File: src/rtl/mem_block_copier.sv
// Word-copy engine that drives the unified memory port (we, a, wd, rd).
// Copies len 32-bit words from src to dst, one read then one write per word, overlap-safe.
module mem_block_copier #(
  parameter int LENW      = 16,
  parameter int MEM_WORDS = 64
) (
  input  logic            clk,
  input  logic            reset,
  input  logic            start,
  input  logic [31:0]     src,
  input  logic [31:0]     dst,
  input  logic [LENW-1:0] len,
  output logic            busy,
  output logic            done,
  output logic            err,
  output logic            we,
  output logic [31:0]     a,
  output logic [31:0]     wd,
  input  logic [31:0]     rd
);

  typedef enum logic [1:0] {IDLE, READ, WRITE, FIN} state_t;

  state_t          state_q;
  logic [31:0]     src_cur_q, dst_cur_q;
  logic [31:0]     a_q, wd_q;
  logic [LENW-1:0] cnt_q;
  logic            desc_q, busy_q, done_q, err_q, we_q;

  logic [32:0]     src_end_d, dst_end_d;
  logic [33:0]     src_lim_d;
  logic [31:0]     last_off_d, src_nxt_d, dst_nxt_d;
  logic            misalign_d, range_bad_d, overlap_d;

  // End-of-block word indices are formed one bit wider so huge addresses cannot wrap past the check.
  assign src_end_d   = {3'b000, src[31:2]} + 33'(len);
  assign dst_end_d   = {3'b000, dst[31:2]} + 33'(len);
  assign misalign_d  = (|src[1:0]) | (|dst[1:0]);
  assign range_bad_d = (src_end_d > 33'(MEM_WORDS)) || (dst_end_d > 33'(MEM_WORDS));

  assign src_lim_d   = {2'b00, src} + 34'({len, 2'b00});
  assign overlap_d   = (dst > src) && ({2'b00, dst} < src_lim_d);
  assign last_off_d  = 32'({len - LENW'(1), 2'b00});

  assign src_nxt_d   = desc_q ? (src_cur_q - 32'd4) : (src_cur_q + 32'd4);
  assign dst_nxt_d   = desc_q ? (dst_cur_q - 32'd4) : (dst_cur_q + 32'd4);

  always_ff @(posedge clk) begin
    if (!reset) begin
      state_q   <= IDLE;
      src_cur_q <= '0;
      dst_cur_q <= '0;
      a_q       <= '0;
      wd_q      <= '0;
      cnt_q     <= '0;
      desc_q    <= 1'b0;
      busy_q    <= 1'b0;
      done_q    <= 1'b0;
      err_q     <= 1'b0;
      we_q      <= 1'b0;
    end else begin
      case (state_q)
        IDLE: begin
          done_q <= 1'b0;
          err_q  <= 1'b0;
          if (start) begin
            if (misalign_d || range_bad_d) begin
              err_q <= 1'b1;
            end else if (len == '0) begin
              state_q <= FIN;
              done_q  <= 1'b1;
            end else begin
              // Destination above an overlapping source: copy from the top down.
              state_q   <= READ;
              busy_q    <= 1'b1;
              desc_q    <= overlap_d;
              cnt_q     <= len;
              src_cur_q <= overlap_d ? (src + last_off_d) : src;
              dst_cur_q <= overlap_d ? (dst + last_off_d) : dst;
              a_q       <= overlap_d ? (src + last_off_d) : src;
            end
          end
        end
        READ: begin
          state_q <= WRITE;
          wd_q    <= rd;
          we_q    <= 1'b1;
          a_q     <= dst_cur_q;
        end
        WRITE: begin
          src_cur_q <= src_nxt_d;
          dst_cur_q <= dst_nxt_d;
          cnt_q     <= cnt_q - LENW'(1);
          we_q      <= 1'b0;
          wd_q      <= '0;
          if (cnt_q == LENW'(1)) begin
            state_q <= FIN;
            busy_q  <= 1'b0;
            done_q  <= 1'b1;
            a_q     <= '0;
          end else begin
            state_q <= READ;
            a_q     <= src_nxt_d;
          end
        end
        FIN: begin
          state_q <= IDLE;
          done_q  <= 1'b0;
        end
        default: state_q <= IDLE;
      endcase
    end
  end

  // Gating with reset keeps an in-flight write from landing on a reset edge.
  assign we   = we_q & reset;
  assign a    = a_q;
  assign wd   = wd_q;
  assign busy = busy_q;
  assign done = done_q;
  assign err  = err_q;

endmodule
File: config.mk
export PLATFORM = sky130hd
export DESIGN_NAME = mem_block_copier
export DESIGN_NICKNAME = d
export VERILOG_FILES = /design/src/rtl/mem_block_copier.sv
export SDC_FILE = /design/constraint.sdc
export NUM_CORES = 1
export LEC_CHECK = 0
export CAP_MARGIN = 20
export CORE_UTILIZATION = 47
export CTS_BUF_LIST = sky130_fd_sc_hd__clkbuf_8
export DETAILED_ROUTE_END_ITERATION = 12
export PLACE_DENSITY = 0.75
export SETUP_SLACK_MARGIN = 0.05
export SYNTH_ARGS = -nofsm -noshare
export SYNTH_HDL_FRONTEND = slang
export SYNTH_SLANG_ARGS = --single-unit
File: constraint.sdc
create_clock -name clk -period 13.81 [get_ports clk]
set_input_delay 1.381 -clock clk [delete_from_list [all_inputs] [get_ports clk]]
set_output_delay 1.381 -clock clk [all_outputs]
set_load 0.005 [all_outputs]
Yosys cells after proc, flatten, opt, wreduce, memory -nomap -nowiden
Cells that the tools add are included.
{ "op_classes": {"div_mod_pow": 0, "mux": 37, "bitwise": 4, "reduce_logical": 17, "magnitude_cmp": 4, "shift": 0, "multipliers": 0, "n_eq_ne": 8, "add_sub_neg": 11} }
{ "ops": {"columns": ["cell", "count"], "rows": [
  ["32-bit two-way mux", 11],
  ["32-bit case mux with 2 select lines", 3],
  ["32-bit case mux with 3 select lines", 1],
  ["32-bit by 18-bit adder with 32-bit output", 2],
  ["32-bit by 3-bit adder with 32-bit output (second input constant)", 2],
  ["32-bit by 3-bit subtractor with 32-bit output (second input constant)", 2],
  ["30-bit by 16-bit adder with 31-bit output", 2],
  ["31-bit by 7-bit > comparator with 1-bit output (second input constant)", 2],
  ["16-bit two-way mux", 3],
  ["32-bit by 18-bit adder with 33-bit output", 1],
  ["32-bit by 33-bit less-than comparator with 1-bit output", 1],
  ["32-bit > comparator", 1],
  ["16-bit case mux with 2 select lines", 1],
  ["16-bit by 1-bit subtractor with 16-bit output (second input constant)", 2],
  ["16-bit by 1-bit equality test with 1-bit output (second input constant)", 1],
  ["16-bit logical NOT", 1],
  ["4-bit AND reduction", 3],
  ["1-bit two-way mux", 10],
  ["2-bit two-way mux", 4],
  ["2-bit inequality test (second input constant)", 4],
  ["2-bit case mux with 4 select lines", 1],
  ["3-bit nonzero test", 2],
  ["5-bit AND reduction", 1],
  ["2-bit equality test (second input constant)", 2],
  ["other kinds (12)", 18]
]} }
{ "totals": {"latchBits": 0, "rom_bits": 0, "ramBits": 0, "output_inout_bits": 68, "wordCells": 92, "ff_bits": 151, "in_bits": 115, "n_memories": 0} }

Logic depth before layout (Yosys ltp)
{ "logic_depth": {"word_depth": 8, "mapped_depth": 24, "depth_no_buf": 20} }

Worst setup path before layout
Ideal clock, no wire load.
{ "synth_timing": {"path_kind": "input port to flip-flop", "start": "in src[2]", "end": "reg a_q[22] (netlist: a[22])", "arrival_ps": 5891, "setup_slack_ps": 7801, "path_buffers": 3, "required_time_ps": 13693, "setup_time_ps": 117, "path_stages": 23, "cell_sequence": "ha_1 > fa_1 > a211oi_1 > o21ai_0 > nand4bb_1 > buf_2 > a31oi_1 > and3_1 > xnor2_1 > ha_1 > a21o_1 > a21oi_1 > o31ai_1 > a211oi_1 > nor3b_1 > o2111ai_1 > o211ai_1 > buf_1 > nand2b_1 > clkbuf_1 > nor3_1 > or3b_1 > a32o_1"} }
{ "synth_via": {"elab_chain_cells": 8, "elab_cells_between_ends": 16, "cone_classes": "add/sub (3); order compare (3); eq/ne (1); mux (5); reduce/logical (4)"} }
{ "synth_rtl": {"columns": ["item", "line", "source"], "rows": [
  ["start, declared", "10", "input logic [31:0] src,"],
  ["32-bit by 18-bit adder with 33-bit output", "41", "assign src_lim_d = {2'b00, src} + 34'({len, 2'b00});"],
  ["32-bit by 33-bit less-than comparator with 1-bit output", "42", "assign overlap_d = (dst > src) && ({2'b00, dst} < src_lim_d);"],
  ["1-bit logical AND", "42", null],
  ["32-bit two-way mux", "80", "a_q <= overlap_d ? (src + last_off_d) : src;"],
  ["32-bit two-way mux", "69", "end else if (len == '0) begin"],
  ["32-bit two-way mux", "67", "if (misalign_d || range_bad_d) begin"],
  ["32-bit two-way mux", "66", "if (start) begin"],
  ["32-bit case mux with 3 select lines", "62", "case (state_q)"],
  ["end signal, assigned", "80", null],
  ["end signal, assigned", "88", "a_q <= dst_cur_q;"],
  ["end signal, assigned", "103", "a_q <= src_nxt_d;"],
  ["end, declared", "26", "logic [31:0] a_q, wd_q;"]
]} }
Several ways; a longest one is shown, not always the timed one. The select of a mux whose other input is x is not followed.
A chain may end at the register's enable or synchronous reset.

Worst setup path in the final report
Ends and elaborated chain as after synthesis.

==> results.md <==
- Status: completed
- Starting density of the core: approximately 48%
- Worst rel slew slack: around 33%
- RSZ-0062 raised after global routing: no
- Launch instance of the worst register-to-register path: desc_q
- Peak per-stage delay on the critical path: between 0.5 and 0.6 ns
- Hold Crit Class: flop to flop
- Register-to-register setup slack: ~9.4 ns
- Ant. Diodes: 0
- Layout cells sized above 1: between 3 and 4%
- End of the critical path: a[22]
- Worst clock skew on the final layout: 0.0167 ns
- Routability congestion estimate: ~1.0
- Number of warnings reported in the yosys synthesis log: 0
- Max frequency: 145 MHz
- Number of library cell types mapped by synthesis: about 80
- Total power density per cell area: between 80 and 90 mW/mm2
- Setup total negative slack: 0 ns
- Fraction of the core area covered by cells at the end of the flow: a little under three fifths
- Initial antenna violation count: 0
- Pins Over Slew Limit: 0
- Reg2Reg Capture Point: a[23]
- Global-route wire length before repair: just under 80 mm
- Hold wc startpoint: desc_q
- Full die area: ~0.033 mm2
- Die Span X: around 180 um
- Setup Slack @ Placement: 6.44 ns
- Data arrival, critical path: 7.31 ns
- Number of nets with antenna violations after detailed routing: 0
- I/O Buffers: about 180
- Count of mapped cells out of synthesis: between 1500 and 2000
- Count of flip-flops with a built-in enable after synthesis: 0
- Post-synthesis net count: around 2300
- HPWL Detailed: 37.8 mm
- Clock Sinks: around 150
- Setup WS post-layout: about 6.9 ns
- CTS Root Cell: sky130_fd_sc_hd__clkbuf_8
- Cell row count: between 60 and 70
- Clock tree from TritonCTS: yes
- Async set-reset flop share out of synthesis: 0%
- Final hold vios: 0
- Via count of the routed design: between 15000 and 20000
- Number of global-route vias before repair: approximately 15000
- Htree depth: 4
- Static power due to leakage: 7.70 nW
- Type of the setup path with the least slack: input pin to flop
- Congestion Overflow GR: 0
- Final Setup Violations: 0
- Post-synthesis to final-layout area growth: 16.7%
- Post-CTS Setup Bufs: 0
- Total number of nets in the final design: 2390
- Clock slew at reported path FFs: about 0.090 ns
- Clock insertion delay at the later pin of the skew report: 0.48 ns
- Count of max-cap constraint violations: 0
- Post-route standard cell area excluding fillers: 0.0179 mm2
- Main synth FF type: sky130_fd_sc_hd__dfxtp_1
- Post-synthesis instance area: 0.0153 mm2
- Vias per cell: between 6 and 7
- Pwr Total: 1.54 mW
- Maximum fanout along the worst path: 46
- Buffer depth of the longest clock path: 2
- Number of optimization iterations in the first detailed-route pass: 5
- Num CTS Buffers: 17
- Die Height: ~180 um
- I/O pin count: between 150 and 200
- Sort of element at the end of the critical path: flop
- Wirelength, routed: 49.4 mm
- Worst R2R Path Depth: 13
- Crit-path slowest cell: sky130_fd_sc_hd__buf_4
- Part of the Yosys area used for sequential elements: approximately a fifth
- DRT iter0 DRCs: 1311
- Beginning of the critical path: src[2]
- Number of cells on the critical path: 22
- Fraction of the cycle the final worst path needs: 50.1%
- Family with the most delay on the worst path: compound AO/OA/AOI/OAI gates
- Buffers & Inverters on Critical Path: 2
- Global-route usage over all layers: 29.0%
- Number of design rule violations left after detail routing: 0
- Per-instance average area after synthesis: between 7 and 8 um2
- Number of hold-repair buffers added at the cts stage: 0
- Startpoint types: input pin
- Min Tclk post-route: between 6 and 7 ns
- Pin count of the biggest net entering global routing: 77
- Critical Path RT: ~14 ns
- Routed wirelength normalized by instance count: between 15 and 20 um
- Placed inst area: between 0.015 and 0.02 mm2
- Flops & latches, synth: about 150
- Std-Cell Core Area: 0.0318 mm2
- Slew at the pin with the worst max-slew slack: 1.00 ns
- Worst path cell trace: clkdlybuf4s50_1 -> ha_1 -> fa_1 -> a211oi_1 -> o21ai_0 -> nand4bb_1 -> a31oi_1 -> and3_1 -> xnor2_1 -> ha_1 -> a21o_1 -> a21oi_1 -> o31ai_1 -> a211oi_1 -> nor3b_1 -> o2111ai_1 -> o211ai_1 -> buf_4 -> nand2b_1 -> nor3_1 -> or3b_1 -> a32o_1
- Largest voltage drop on the vdd net: ~0.064 mV
- Number of gates resized after cts: 0
[cells in the final DEF (no fill, tap or decap), types with 11 or more instances in the layout]
cell type	Yosys	layout
sky130_fd_sc_hd__a211o_1	15	15
sky130_fd_sc_hd__a211oi_1	35	35
sky130_fd_sc_hd__a21o_1	59	59
sky130_fd_sc_hd__a21oi_1	168	168
sky130_fd_sc_hd__a221o_1	12	12
sky130_fd_sc_hd__a221oi_1	18	18
sky130_fd_sc_hd__a22o_1	53	53
sky130_fd_sc_hd__a31oi_1	28	28
sky130_fd_sc_hd__and3_1	33	33
sky130_fd_sc_hd__buf_4	1	12
sky130_fd_sc_hd__clkbuf_8	0	19
sky130_fd_sc_hd__clkdlybuf4s50_1	0	181
sky130_fd_sc_hd__dfxtp_1	151	150
sky130_fd_sc_hd__ha_1	189	187
sky130_fd_sc_hd__inv_1	85	87
sky130_fd_sc_hd__mux2i_1	47	47
sky130_fd_sc_hd__nand2_1	152	152
sky130_fd_sc_hd__nand2b_1	22	22
sky130_fd_sc_hd__nand3_1	76	76
sky130_fd_sc_hd__nand3b_1	13	13
sky130_fd_sc_hd__nand4_1	24	24
sky130_fd_sc_hd__nor2_1	133	130
sky130_fd_sc_hd__nor3_1	35	34
sky130_fd_sc_hd__nor4_1	11	11
sky130_fd_sc_hd__o211ai_1	28	28
sky130_fd_sc_hd__o21a_1	16	16
sky130_fd_sc_hd__o21ai_0	121	121
sky130_fd_sc_hd__o21bai_1	11	11
sky130_fd_sc_hd__o22ai_1	16	16
sky130_fd_sc_hd__o31ai_1	18	18
sky130_fd_sc_hd__or3_1	24	24
sky130_fd_sc_hd__xnor2_1	81	81
sky130_fd_sc_hd__xor2_1	49	49
[through the flow]
step / hold WS (ns) / std cells
final: 0.458 / 2527
after global routing: 0.475 / 2527
after CTS: 0.457 / 2527
after detailed placement: 0.444 / 2496
after global placement: 0.441 / 2494
after floorplan: 0.436 / 1960
[metal layers]
metal | up-vias | global-route usage [%] | wire length (um)
met5 | - | 0 | 0
met4 | 0 | 10.8 | 1500
met3 | 80 | 4.65 | 3740
met2 | 657 | 47.0 | 22200
met1 | 7444 | 38.7 | 21900
li1 | 7611 | - | -
[how the worst min path moves through the flow]
stage / to / slack (ns) / cells past startpoint
final: desc_q / 0.46 / 2
after global routing: src_cur_q[25] / 0.48 / 2
after CTS: desc_q / 0.46 / 2
after detailed placement: desc_q / 0.44 / 2
after global placement: desc_q / 0.44 / 2
after floorplan: src_cur_q[10] / 0.44 / 2
[report_power, final]
part | leakage [nW] | switching (mW) | internal [mW]
registers | 1.22 | 0.0214 | 0.472
logic | 6.28 | 0.384 | 0.292
clock network | 0.199 | 0.185 | 0.187
total | 7.70 | 0.590 | 0.951
[cells in the mapped netlist (10+ instances only)]
cell type	number	area, um2
sky130_fd_sc_hd__nand2b_1	22	138
sky130_fd_sc_hd__a221oi_1	18	158
sky130_fd_sc_hd__o211ai_1	28	210
sky130_fd_sc_hd__nor2_1	133	499
sky130_fd_sc_hd__buf_2	21	105
sky130_fd_sc_hd__or2_2	10	62.6
sky130_fd_sc_hd__nand4_1	24	150
sky130_fd_sc_hd__clkbuf_1	65	244
sky130_fd_sc_hd__or3_1	24	150
sky130_fd_sc_hd__and3_1	33	206
sky130_fd_sc_hd__nor3_1	35	175
sky130_fd_sc_hd__o22ai_1	16	100
sky130_fd_sc_hd__nand2_1	152	571
sky130_fd_sc_hd__o31ai_1	18	135
sky130_fd_sc_hd__xnor2_1	81	709
sky130_fd_sc_hd__a221o_1	12	120
sky130_fd_sc_hd__inv_1	85	319
sky130_fd_sc_hd__xor2_1	49	429
sky130_fd_sc_hd__o21ai_0	121	606
sky130_fd_sc_hd__ha_1	189	2360
sky130_fd_sc_hd__dfxtp_1	151	3020
sky130_fd_sc_hd__nand3b_1	13	97.6
sky130_fd_sc_hd__a211o_1	15	131
sky130_fd_sc_hd__a21oi_1	168	841
sky130_fd_sc_hd__a31oi_1	28	175
sky130_fd_sc_hd__mux2i_1	47	470
sky130_fd_sc_hd__a21o_1	59	443
sky130_fd_sc_hd__a22o_1	53	464
sky130_fd_sc_hd__nor4_1	11	68.8
sky130_fd_sc_hd__o21a_1	16	120
sky130_fd_sc_hd__a211oi_1	35	263
sky130_fd_sc_hd__nand3_1	76	380
sky130_fd_sc_hd__o21bai_1	11	82.6
[cells by family after synthesis]
family / after synthesis / share of synthesized area (%)
AOI/OAI and AO/OA: 670 / 29.6
and+or+nand+nor: 583 / 18.9
adders and majority gates: 195 / 16.2
buffers and inverters: 181 / 4.73
DFF: 151 / 19.7
xor gates and xnor gates: 131 / 7.58
muxes: 49 / 3.22
[cell type report]
| type | count | area [um2] |
|---|---|---|
| Tap cell | 435 | 544 |
| Clock inverter | 12 | 153 |
| Sequential cell | 151 | 3020 |
| Timing Repair Buffer | 196 | 1950 |
| Clock buffer | 19 | 262 |
| Inverter | 86 | 323 |
| Multi-Input combinational cell | 1628 | 11600 |
| Fill cell | 2943 | 13900 |
[worst min-delay path: cells and delay by family (launching register included)]
family	cells	cell delay, ns
DFF	1	0.33
and+or+nand+nor	1	0.05
AOI/OAI and AO/OA	1	0.05
[registers in the layout (all words and copies together) (netlist names), 2 cells and up]
signal,cells
a,32
dst_cur_q,32
src_cur_q,32
wd,32
cnt_q,16
state_q,2
Note: power is estimated with default switching activity, not from simulation.
